## config.mk

```make
export PLATFORM = sky130hd
export DESIGN_NAME = multicycle_control_unit
export DESIGN_NICKNAME = d
export VERILOG_FILES = /design/src/rtl/multicycle_control_unit.sv
export SDC_FILE = /design/constraint.sdc
export NUM_CORES = 1
export LEC_CHECK = 0
export BUFFER_PORTS_ARGS = -buffer_cell sky130_fd_sc_hd__buf_2
export CAP_MARGIN = 30
export CORE_MARGIN = 10
export CORE_UTILIZATION = 28
export CTS_BUF_LIST = sky130_fd_sc_hd__clkbuf_2
export CTS_CLUSTER_SIZE = 8
export DETAILED_ROUTE_END_ITERATION = 16
export HOLD_SLACK_MARGIN = 0.12
export MAX_ROUTING_LAYER = met4
export PLACE_DENSITY = 0.57
export SKIP_LAST_GASP = 1
export SYNTH_ARGS = -nofsm -noshare
export SYNTH_HDL_FRONTEND = slang
export SYNTH_SLANG_ARGS = --single-unit
```

## constraint.sdc

```tcl
create_clock -name clk -period 6.91 [get_ports clk]
set_clock_uncertainty 0.15 [all_clocks]
set_input_delay 1.382 -clock clk [delete_from_list [all_inputs] [get_ports clk]]
set_output_delay 1.382 -clock clk [all_outputs]
set_load 0.1 [all_outputs]
```

## src/rtl/multicycle_control_unit.sv

```systemverilog
// Multicycle RISC-V style control FSM with memory-timeout bus error and retired-instruction counter.
// Optional macro CTRL_ILLEGAL_TRAP_EN: unknown opcodes in EXEC halt and set the sticky illegal flag.
module multicycle_control_unit #(
  parameter int TIMEOUT_CYCLES = 16,
  parameter int CNT_W          = 8
) (
  input  logic             clk,
  input  logic             rst,
  input  logic [6:0]       opcode,
  input  logic             alu_zero,
  input  logic             mem_ready,
  output logic             mem_req,
  output logic             mem_we,
  output logic             i_or_d,
  output logic             ir_write,
  output logic             pc_write,
  output logic             reg_write,
  output logic             mem_to_reg,
  output logic             alu_src,
  output logic [2:0]       alu_op,
  output logic [2:0]       state,
  output logic [CNT_W-1:0] retired,
  output logic             bus_error,
  output logic             illegal
);

  localparam int WAIT_W = (TIMEOUT_CYCLES < 2) ? 1 : $clog2(TIMEOUT_CYCLES + 1);

  typedef enum logic [2:0] {
    S_FETCH  = 3'd0,
    S_DECODE = 3'd1,
    S_EXEC   = 3'd2,
    S_MEM    = 3'd3,
    S_WB     = 3'd4,
    S_HALT   = 3'd5
  } state_t;

  localparam logic [6:0] OPC_R      = 7'b0110011;
  localparam logic [6:0] OPC_I      = 7'b0010011;
  localparam logic [6:0] OPC_LOAD   = 7'b0000011;
  localparam logic [6:0] OPC_STORE  = 7'b0100011;
  localparam logic [6:0] OPC_BRANCH = 7'b1100011;
  localparam logic [6:0] OPC_LUI    = 7'b0110111;
  localparam logic [6:0] OPC_AUIPC  = 7'b0010111;
  localparam logic [6:0] OPC_JAL    = 7'b1101111;
  localparam logic [6:0] OPC_JALR   = 7'b1100111;

  state_t             state_q, state_d;
  logic [CNT_W-1:0]   retired_q, retired_d;
  logic [WAIT_W-1:0]  wait_q, wait_d;
  logic               bus_error_q, bus_error_d;

  logic [2:0] op_alu;
  logic       op_src;
  logic       op_known;
  logic       is_load, is_store, is_branch, is_jump;
  logic       waiting, timeout, retire;

  // Opcode classification shared by EXEC and MEM.
  always_comb begin
    op_alu   = 3'b000;
    op_src   = 1'b0;
    op_known = 1'b1;
    case (opcode)
      OPC_R:      op_alu = 3'b000;
      OPC_I:      begin op_alu = 3'b001; op_src = 1'b1; end
      OPC_LOAD:   begin op_alu = 3'b010; op_src = 1'b1; end
      OPC_STORE:  begin op_alu = 3'b011; op_src = 1'b1; end
      OPC_BRANCH: op_alu = 3'b100;
      OPC_LUI:    begin op_alu = 3'b101; op_src = 1'b1; end
      OPC_AUIPC:  begin op_alu = 3'b110; op_src = 1'b1; end
      OPC_JAL:    op_alu = 3'b111;
      OPC_JALR:   begin op_alu = 3'b111; op_src = 1'b1; end
      default:    op_known = 1'b0;
    endcase
  end

  assign is_load   = (opcode == OPC_LOAD);
  assign is_store  = (opcode == OPC_STORE);
  assign is_branch = (opcode == OPC_BRANCH);
  assign is_jump   = (opcode == OPC_JAL) || (opcode == OPC_JALR);

  // Strobes depend on the current state plus same-cycle mem_ready/alu_zero.
  always_comb begin
    mem_req    = 1'b0;
    mem_we     = 1'b0;
    i_or_d     = 1'b0;
    ir_write   = 1'b0;
    pc_write   = 1'b0;
    reg_write  = 1'b0;
    mem_to_reg = 1'b0;
    alu_src    = 1'b0;
    alu_op     = 3'b000;
    case (state_q)
      S_FETCH: begin
        mem_req = 1'b1;
        if (mem_ready) begin
          ir_write = 1'b1;
          pc_write = 1'b1;
        end
      end
      S_EXEC: begin
        alu_op  = op_alu;
        alu_src = op_src;
        if (is_branch) pc_write = alu_zero;
        if (is_jump)   pc_write = 1'b1;
      end
      S_MEM: begin
        mem_req = 1'b1;
        i_or_d  = 1'b1;
        mem_we  = is_store;
        alu_op  = op_alu;
        alu_src = op_src;
      end
      S_WB: begin
        reg_write  = 1'b1;
        mem_to_reg = is_load;
      end
      default: ;
    endcase
  end

  assign waiting = mem_req && !mem_ready;
  assign timeout = waiting && (wait_q == WAIT_W'(TIMEOUT_CYCLES - 1));

`ifdef CTRL_ILLEGAL_TRAP_EN
  logic illegal_q, illegal_d;
  logic illegal_set;
`endif

  always_comb begin
    state_d = state_q;
    retire  = 1'b0;
`ifdef CTRL_ILLEGAL_TRAP_EN
    illegal_set = 1'b0;
`endif
    case (state_q)
      S_FETCH: begin
        if (mem_ready)    state_d = S_DECODE;
        else if (timeout) state_d = S_HALT;
      end
      S_DECODE: state_d = S_EXEC;
      S_EXEC: begin
        if (!op_known) begin
`ifdef CTRL_ILLEGAL_TRAP_EN
          state_d     = S_HALT;
          illegal_set = 1'b1;
`else
          state_d = S_FETCH;
          retire  = 1'b1;
`endif
        end else if (is_branch) begin
          state_d = S_FETCH;
          retire  = 1'b1;
        end else if (is_load || is_store) begin
          state_d = S_MEM;
        end else begin
          state_d = S_WB;
        end
      end
      S_MEM: begin
        if (mem_ready) begin
          if (is_store) begin
            state_d = S_FETCH;
            retire  = 1'b1;
          end else begin
            state_d = S_WB;
          end
        end else if (timeout) begin
          state_d = S_HALT;
        end
      end
      S_WB: begin
        state_d = S_FETCH;
        retire  = 1'b1;
      end
      S_HALT:  state_d = S_HALT;
      default: state_d = S_HALT;
    endcase
  end

  // Counter clears whenever the request completes, times out, or no request is pending.
  assign wait_d      = (waiting && !timeout) ? wait_q + WAIT_W'(1) : '0;
  assign retired_d   = retire ? retired_q + CNT_W'(1) : retired_q;
  assign bus_error_d = bus_error_q | timeout;
`ifdef CTRL_ILLEGAL_TRAP_EN
  assign illegal_d   = illegal_q | illegal_set;
`endif

  always_ff @(posedge clk) begin
    if (rst) begin
      state_q     <= S_FETCH;
      retired_q   <= '0;
      wait_q      <= '0;
      bus_error_q <= 1'b0;
`ifdef CTRL_ILLEGAL_TRAP_EN
      illegal_q   <= 1'b0;
`endif
    end else begin
      state_q     <= state_d;
      retired_q   <= retired_d;
      wait_q      <= wait_d;
      bus_error_q <= bus_error_d;
`ifdef CTRL_ILLEGAL_TRAP_EN
      illegal_q   <= illegal_d;
`endif
    end
  end

  assign state     = state_q;
  assign retired   = retired_q;
  assign bus_error = bus_error_q;
`ifdef CTRL_ILLEGAL_TRAP_EN
  assign illegal   = illegal_q;
`else
  assign illegal   = 1'b0;
`endif

endmodule

```

* Word level (Yosys, flattened, before mapping) *
Cells that the tools add are included.

word-level totals
  input port bits = 11
  output and inout bits = 24
  bits in registers = 17

cells by class
  equality and inequality tests = 14
  bitwise operators = 2
  muxes and demuxes = 28
  add/sub/neg operators = 2
  reductions and logical operators = 14

operators by type and width
  operator             number
  $mux 3               8
  $eq 7x6->1 const B   3
  $eq 7x7->1 const B   3
  $pmux 3 s7           1
  $mux 1               16
  $pmux 3 s5           1
  $eq 7x5->1 const B   2
  $reduce_or 9->1      1
  $add 8x1->8 const B  1
  $reduce_or 2->1      4
  $eq 7x2->1 const B   1
  $eq 3x2->1 const B   2
  $reduce_or 6->1      1
  $add 5x1->5 const B  1
  $eq 5x4->1 const B   1
  $eq 3x1->1 const B   1
  $eq 3x3->1 const B   1
  $logic_and 1x1->1    3
  $logic_not 3->1      1
  $pmux 1 s3           1
  $logic_not 1->1      2
  $logic_or 1x1->1     2
  $pmux 1 s2           1
  $not 1->1            1
  $or 1x1->1           1

* Logic depth before layout (Yosys ltp) *
Gate-level depths: netlist of the first run.

  word-level depth = 9
  mapped depth = 7
  depth with buffers taken out = 7

* Least setup slack after synthesis of the first run *
OpenSTA, ideal clock, no wires.

  path type = in2out
  start point = input mem_ready
  end point = output pc_write
  data required time = 5378 ps
  arrival time = 4270 ps
  setup slack = 1108 ps
  stages = 3
  path through = inv_1 -> nor3_1 -> a21o_1

between the ends
  cells in the longest elaborated chain, start to end = 2

ends and longest elaborated chain
  element      RTL line  RTL
  from (decl)  11        input logic mem_ready,
  $mux 1       97        if (mem_ready) begin
  $pmux 1 s2   94        case (state_q)
  to (decl)    16        output logic pc_write,

Every way passes these cells.

* Worst setup path after layout of the first run *
  start point = input opcode[2]
  end point = output mem_we

between the ends
  cells in the longest elaborated chain, start to end = 2

ends and longest elaborated chain
  element      RTL line  RTL
  from (decl)  9         input logic [6:0] opcode,
  $eq 7x6->1   79        assign is_store = (opcode == OPC_STORE);
  $mux 1       94
  to (decl)    13        output logic mem_we,

Every way passes these cells.

==> summary.md, run 1 <==
| Metric | Value |
|---|---|
| Sequential share of power | 0.462 |
| Slowest CP cell | or4b_4 |
| Worst Hold Launch | wait_q[0] |
| Gr ovfl total | 0 |
| Area Growth Syn to Fin | 14.4% |
| Post-Syn Instances | 151 |
| Routability congestion estimate | 0.843 |
| Worst-path clk slew | around 0.16 ns |
| Wire per inst | about 13 µm |
| Cts bufs inserted | 3 |
| Pre-antenna DRT Iters | 4 |
| Synthesized area | 0.00120 mm² |
| DRC viols | 0 |
| Cells after DPL | about 220 |
| Clock root cell | clkbuf_2 |
| Largest stage delay, worst path | ~0.55 ns |
| Syn nets | roughly 170 |
| R2R Setup Slk | ~4.6 ns |
| Post-cts sizing count | 0 |
| Setup Buffers After CTS | 0 |
| Num ports | 35 |
| Final critical-path share of the clock period | 0.656 |
| Hold_ws | approximately 0.32 ns |
| Most common flop cell mapped by yosys | dfxtp_1 |
| Switching power | between 0.09 and 0.1 mW |
| Crit path DAT | roughly 3.0 ns |
| MaxCap Viol Count | 0 |
| Post-Route WL | around 3000 µm |
| CTS tree | built |
| Dpl hpwl | 2360 µm |
| Fmax | ~0.22 GHz |
| FP Rows | 23 |
| Post-synth EDFFs | 0 |
| Routed vias/inst | 5.05 |
| Kind of cell with the highest combined delay on the critical path | simple AND/OR/NAND/NOR gates |
| Worst path bufs/invs | 2 |
| Syn Area/Cell | 7.97 µm² |
| Final core occ | 0.337 |
| Worst hold path depth | 1 |
| Slew Limit Fails | 0 |
| Worst slew pin tran | 0.760 ns |
| Clock power share | 0.205 |
| Initial antenna violation count | 0 |
| CP startpoint kind | input port |
| Worst-path fanout max | 12 |
| CP Cell Sequence | buf_2 -> or4b_4 -> or2_2 -> nor3_1 -> buf_2 |
| Crit Path Class | in2out |
| Die H | 85.6 µm |
| Crit path top cell by count | buf_2 |
| Post-Layout Cell Count | 228 |
| Ys Warns | 0 |
| DR iter-0 viols | a little under 70 |
| Worst skew pair latency | between 0.2 and 0.3 ns |
| Crit end category | primary output |
| Placeable core area | between 0.004 and 0.005 mm² |
| Sw Share | 0.417 |
| H-tree depth | 1 |
| Pint | between 0.1 and 0.15 mW |
| Outcome | complete, no violations |
| Layout cell share with drive strength beyond 1 | 0.303 |
| Critical path data required time | roughly 5.4 ns |
| Synth unique cells | 49 |
| Number of I/O port buffers | 33 |
| First-pass GRT wire length | approximately 5100 µm |
| Vias in the first global route | between 1,000 and 1,500 |
| Unrepaired setup endpoints after global routing | false |
| Endpoints failing setup | 0 |
| Worst min path class | reg2reg |
| Clock sink count | 17 |
| Post-route ant nets | 0 |
| Setup TNS | 0 ns |
| Combinational fraction of design power | 0.333 |
| Gr usage total | 0.0820 |
| Reg2Reg Depth | 4 |
| Post-layout net count | roughly 190 |
| Leakage power | between 0.6 and 0.7 nW |
| Final Critical Period | around 4.5 ns |
| DR vias | around 1,200 |
| Final hold vios | 0 |
| Yosys reg bits | 17 |
| Worst r2r src | state[1] |
| Setup ws final | 2.38 ns |
| Maximum clock insertion buffer count | 2 |
| Slew headroom | 0.489 |
| Overall die area | about 0.0073 mm² |
| Hold_buf cts | 0 |
| Largest net degree at the start of global routing | 19 |
| Async SR Flop Fraction | 0 |
| Seq/Total Area, Yosys | 0.283 |
| Pwr per Cell Area | ~160 mW/mm² |
| N_diodes | 0 |
| Initial Util | 0.295 |
| VDD IR max | approximately 0.10 mV |
| Worst slack, placed | 2.38 ns |
| Die width | about 86 µm |
| Hold path endpoint | wait_q[0] |
| R2R Path End | retired[3] |
-- metrics by stage --
step | total power [mW] | area (µm²)
final | 0.227 | 1380
after global routing | 0.241 | 1380
after CTS | 0.231 | 1380
after detailed placement | 0.182 | 1360
after global placement | 0.182 | 1360
after floorplan | 0.171 | 1200
-- power by group through the flow --
| stage | sequential, mW | combinational (mW) | clock [mW] |
|---|---|---|---|
| 2_1_floorplan | 0.119 | 0.0517 | 0 |
| 3_3_place_gp | 0.107 | 0.0757 | 0 |
| 3_5_place_dp | 0.107 | 0.0756 | 0 |
| 4_1_cts | 0.105 | 0.0758 | 0.0502 |
| 5_1_grt | 0.106 | 0.0808 | 0.0543 |
| 6_report | 0.105 | 0.0755 | 0.0465 |
-- cell usage after synthesis (2+ instances only) --
master,n,share of area
a211oi_1,2,0.012
a21oi_1,7,0.029
a31oi_1,7,0.036
and2b_2,7,0.051
buf_2,2,0.0083
buf_6,3,0.028
clkbuf_1,3,0.0094
dfxtp_1,17,0.28
ha_1,3,0.031
inv_1,8,0.025
mux2_1,5,0.047
nand2_1,8,0.025
nand3_1,9,0.037
nor2_1,20,0.062
nor3_1,4,0.017
nor4_1,4,0.021
o21ai_0,4,0.017
o22ai_1,2,0.010
o31ai_1,2,0.012
or2_2,3,0.016
or4_1,2,0.012
xnor2_1,2,0.015
-- layout make-up --
class / instances / area, µm²
Multi-Input combinational cell: 116 / 759
Inverter: 8 / 30.0
Fill cell: 465 / 2710
Timing Repair Buffer: 33 / 165
Sequential cell: 17 / 340
Clock buffer: 4 / 20.0
Tap cell: 50 / 62.6
-- state kept, by name, indices dropped and copies added, names as in the netlist --
| register | count |
|---|---|
| retired | 8 |
| wait_q | 5 |
| state | 3 |
| bus_error | 1 |
-- placed cells by master, fill, tap and decap left out, types with 3 or more instances in the layout --
| cell type | netlist | routed |
|---|---|---|
| buf_2 | 2 | 33 |
| nor2_1 | 20 | 20 |
| dfxtp_1 | 17 | 17 |
| nand3_1 | 9 | 9 |
| inv_1 | 8 | 8 |
| nand2_1 | 8 | 8 |
| a21oi_1 | 7 | 7 |
| a31oi_1 | 7 | 7 |
| and2b_2 | 7 | 7 |
| mux2_1 | 5 | 5 |
| nor3_1 | 4 | 4 |
| o21ai_0 | 4 | 4 |
| nor4_1 | 4 | 4 |
| clkbuf_2 | 0 | 4 |
| or2_2 | 3 | 3 |
| ha_1 | 3 | 3 |
-- cells by family after synthesis --
| group | count (synthesis) | synth area share |
|---|---|---|
| buffers and inverters | 18 | 0.0863 |
| XOR/XNOR | 3 | 0.0218 |
| multiplexers | 7 | 0.0644 |
| flip-flops | 17 | 0.283 |
| adder cells (fa/ha/maj) | 3 | 0.0312 |
| AO/OA/AOI/OAI | 31 | 0.169 |
| other | 1 | 0.00312 |
| AND/OR/NAND/NOR | 71 | 0.341 |
-- layer usage --
metal | share of wire | track usage | vias to the layer above | wire length (µm)
met4 | 0 | 0.00898 | 0 | 0
met2 | 0.48 | 0.132 | 23 | 1450
met3 | 0.031 | 0.0237 | 0 | 94
met5 | 0 | - | - | 0
met1 | 0.49 | 0.102 | 531 | 1460
li1 | - | - | 598 | -
-- worst max-delay path by stage --
| stage | start | to | slack (ns) | depth (start not counted) |
|---|---|---|---|---|
| after floorplan | mem_ready | pc_write | 1.11 | 3 |
| after global placement | opcode[2] | mem_we | 2.42 | 5 |
| after CTS | opcode[2] | mem_we | 2.38 | 5 |
| after detailed placement | opcode[2] | mem_we | 2.38 | 5 |
| final | opcode[2] | mem_we | 2.38 | 5 |
| after global routing | opcode[2] | mem_we | 2.30 | 5 |
Power figures use the tool's default switching activity.
==> run 2, diff against run 1 <==
--- a/config.mk
+++ b/config.mk
@@ -5,6 +5,7 @@
 export SDC_FILE = /design/constraint.sdc
 export NUM_CORES = 1
 export LEC_CHECK = 0
+export ABC_AREA = 1
 export BUFFER_PORTS_ARGS = -buffer_cell sky130_fd_sc_hd__buf_2
 export CAP_MARGIN = 30
 export CORE_MARGIN = 10
@@ -14,7 +15,7 @@
 export DETAILED_ROUTE_END_ITERATION = 16
 export HOLD_SLACK_MARGIN = 0.12
 export MAX_ROUTING_LAYER = met4
-export PLACE_DENSITY = 0.57
+export PLACE_DENSITY = 0.59
 export SKIP_LAST_GASP = 1
 export SYNTH_ARGS = -nofsm -noshare
 export SYNTH_HDL_FRONTEND = slang
==> constraint.sdc (replaced) <==
create_clock -name clk -period 3.71 [get_ports clk]
set_clock_uncertainty 0.15 [all_clocks]
set_input_delay 0.742 -clock clk [delete_from_list [all_inputs] [get_ports clk]]
set_output_delay 0.742 -clock clk [all_outputs]
set_load 0.1 [all_outputs]
==> summary.md, run 2 <==
| Metric | Value |
|---|---|
| Outcome | complete, no violations |
| Final hold vios | 0 (unchanged) |
| Routed vias/inst | 4.55 (-10%) |
| Endpoints failing setup | 0 (unchanged) |
| Yosys reg bits | 17 (unchanged) |
| Slew Limit Fails | 0 (unchanged) |
| Initial antenna violation count | 0 (unchanged) |
| Die width | 85.4 µm (-0.24%) |
| Post-synth top area share | 0.285 (+0.00177) |
| Slowest CP cell | buf_2 |
| Met1 WL | 1500 µm (+2.5%) |
| Commonest cells after routing, fill and taps aside | buf_2 (33), nand2_1 (30), nand3_1 (17), dfxtp_1 (17), inv_1 (14) |
| Crit end category | primary output |
| Maximum clock insertion buffer count | 2 (unchanged) |
| Leading cell type in the layout, fill and taps excluded | buf_2 |
| Worst slack, placed | 0.695 ns (-1.68 ns) |
| Pwr per Cell Area | 301 mW/mm² (+83%) |
| H-tree depth | 1 (unchanged) |
| Worst min path class | reg2reg |
| Largest net degree at the start of global routing | 12 (-7) |
| Synthesized area | 0.00120 mm² (-0.62%) |
| Count leader, synth | nand2_1 |
| Overall die area | 0.00729 mm² (-0.48%) |
| Top cells by area, synth | dfxtp_1 (28%), nand2_1 (9.4%), nand3_1 (7.1%), inv_1 (4.4%), a21oi_2 (4.4%) |
| Cts bufs inserted | 3 (unchanged) |
| Area Growth Syn to Fin | 21.3% |
| DP Area | 0.00143 mm² (+5.4%) |
| Die H | 85.4 µm (-0.24%) |
| Ys Warns | 0 (unchanged) |
| Final critical-path share of the clock period | 0.817 |
| Initial Util | 0.295 (about the same) |
| Largest stage delay, worst path | 0.44 ns (-0.11 ns) |
| Final Critical Period | about 3.0 ns |
| N_diodes | 0 (unchanged) |
| Post-Syn Instances | 167 (+11%) |
| Met3 WL | 114 µm (+21%) |
| Syn nets | 181 (+9.7%) |
| CP startpoint kind | input port |
| Setup TNS | 0 ns (unchanged) |
| Async SR Flop Fraction | 0 (unchanged) |
| FP Rows | 23 (unchanged) |
| DR top layer | met4 |
| Wire per inst | 11.7 µm (-12%) |
| Gr usage total | 0.0821 (+0.000111) |
| Synth area leader | dfxtp_1 |
| Critical path data required time | 2.82 ns (-2.56 ns) |
| Clock sink count | 17 (unchanged) |
| Dpl hpwl | 2480 µm (+5.3%) |
| Num ports | 35 (unchanged) |
| Layout cell share with drive strength beyond 1 | 0.411 (+0.108) |
| Most common flop cell mapped by yosys | dfxtp_1 |
| Hold_ws | 0.314 ns (-0.00601 ns) |
| Seq/Total Area, Yosys | 0.285 (+0.00177) |
| Worst-path fanout max | 4 (-8) |
| Post-cts sizing count | 0 (unchanged) |
| Vias in the first global route | 1,075 (-4.9%) |
| Worst-path clk slew | 0.17 ns (about the same) |
| Post-synth EDFFs | 0 (unchanged) |
| Placeable core area | 0.00406 mm² (-0.70%) |
| Top cells by count, synth | nand2_1 (30), dfxtp_1 (17), nand3_1 (17), inv_1 (14) |
| Setup Buffers After CTS | 0 (unchanged) |
| Crit path top cell by count | nand2_1 |
| DR iter-0 viols | 73 (+7.4%) |
| Hold_buf cts | 0 (unchanged) |
| Crit Path Class | in2out |
| Leakage power | 0.726 nW (+16%) |
| CTS tree | built |
| First-pass GRT wire length | 5000 µm (-1.1%) |
| Setup ws final | 0.681 ns (-1.70 ns) |
| Worst skew pair latency | 0.29 ns (about the same) |
| Synth unique cells | 32 (-35%) |
| CP Cell Sequence | buf_2 -> inv_2 -> nand3_2 -> nor4_1 -> nand2_1 -> nand2_1 -> nand2_1 -> o21ai_1 -> buf_2 |
| Crit path DAT | 2.14 ns (-0.86 ns) |
| Post-Route WL | 2940 µm (-2.4%) |
| DR vias | 1,146 (-0.52%) |
| DR WL met2 | 1320 µm (-9.5%) |
| Post-layout net count | 217 (+12%) |
| Routability congestion estimate | 0.831 (-1.5%) |
| Syn Area/Cell | 7.16 µm² (-10%) |
| Fmax | between 0.3 and 0.4 GHz |
| DRC viols | 0 (unchanged) |
| Clock root cell | clkbuf_2 |
| VDD IR max | 0.134 mV (+27%) |
| MaxCap Viol Count | 0 (unchanged) |
| Number of I/O port buffers | 33 (unchanged) |
| Final instance area | 0.00145 mm² (+5.4%) |
| Max FFs per register | 8 (unchanged) |
| Unrepaired setup endpoints after global routing | false |
| Gr ovfl total | 0 (unchanged) |
| Pre-antenna DRT Iters | 4 (unchanged) |
| Post-route ant nets | 0 (unchanged) |
run 2: area by class of cell:
class,count,area [µm²]
Fill cell,436,2610
Clock inverter,1,5.00
Tap cell,50,62.6
Inverter,26,98.8
Timing Repair Buffer,33,165
Clock buffer,3,15.0
Multi-Input combinational cell,122,764
Sequential cell,17,340
run 2: cells by family after synthesis:
group / Yosys count / synth area share
AND/OR/NAND/NOR: 95 / 0.445
buffers and inverters: 28 / 0.0920
flip-flops: 17 / 0.285
AO/OA/AOI/OAI: 16 / 0.0931
XOR/XNOR: 7 / 0.0513
adder cells (fa/ha/maj): 3 / 0.0314
other: 1 / 0.00314
run 2: path summary, 6_finish.rpt:
check,startpoint,endpoint,slack (ns),cells past startpoint
worst max-delay path,opcode[4],pc_write,0.68,9
worst min-delay path,bus_error,bus_error,0.31,2
worst max register to register,state[1],retired[1],2.07,9
worst min register to register,bus_error,bus_error,0.31,2
run 2: layer usage:
layer / global-route usage / vias to the layer above
met5: - / -
li1: - / 610
met3: 0.0277 / 2
met2: 0.126 / 19
met4: 0.0135 / 0
met1: 0.103 / 515
run 2: worst max-delay path, delay by kind of cell:
family | cells | cell delay, ns
buffers and inverters | 3 | 0.65
AO/OA/AOI/OAI | 1 | 0.08
AND/OR/NAND/NOR | 5 | 0.66
run 2: power by group:
group	leakage, nW	internal, mW	switching, mW
Clock	0.0164	0.0244	0.0607
Sequential	0.138	0.188	0.00586
Combinational	0.572	0.0283	0.129
Total	0.726	0.241	0.195
run 2: per-stage QoR:
stage / util / cells / total power [mW]
2_1_floorplan: - / 167 / 0.327
3_3_place_gp: 0.353 / 248 / 0.356
3_5_place_dp: 0.353 / 248 / 0.356
4_1_cts: 0.358 / 252 / 0.442
5_1_grt: 0.358 / 252 / 0.460
6_report: 0.358 / 252 / 0.436
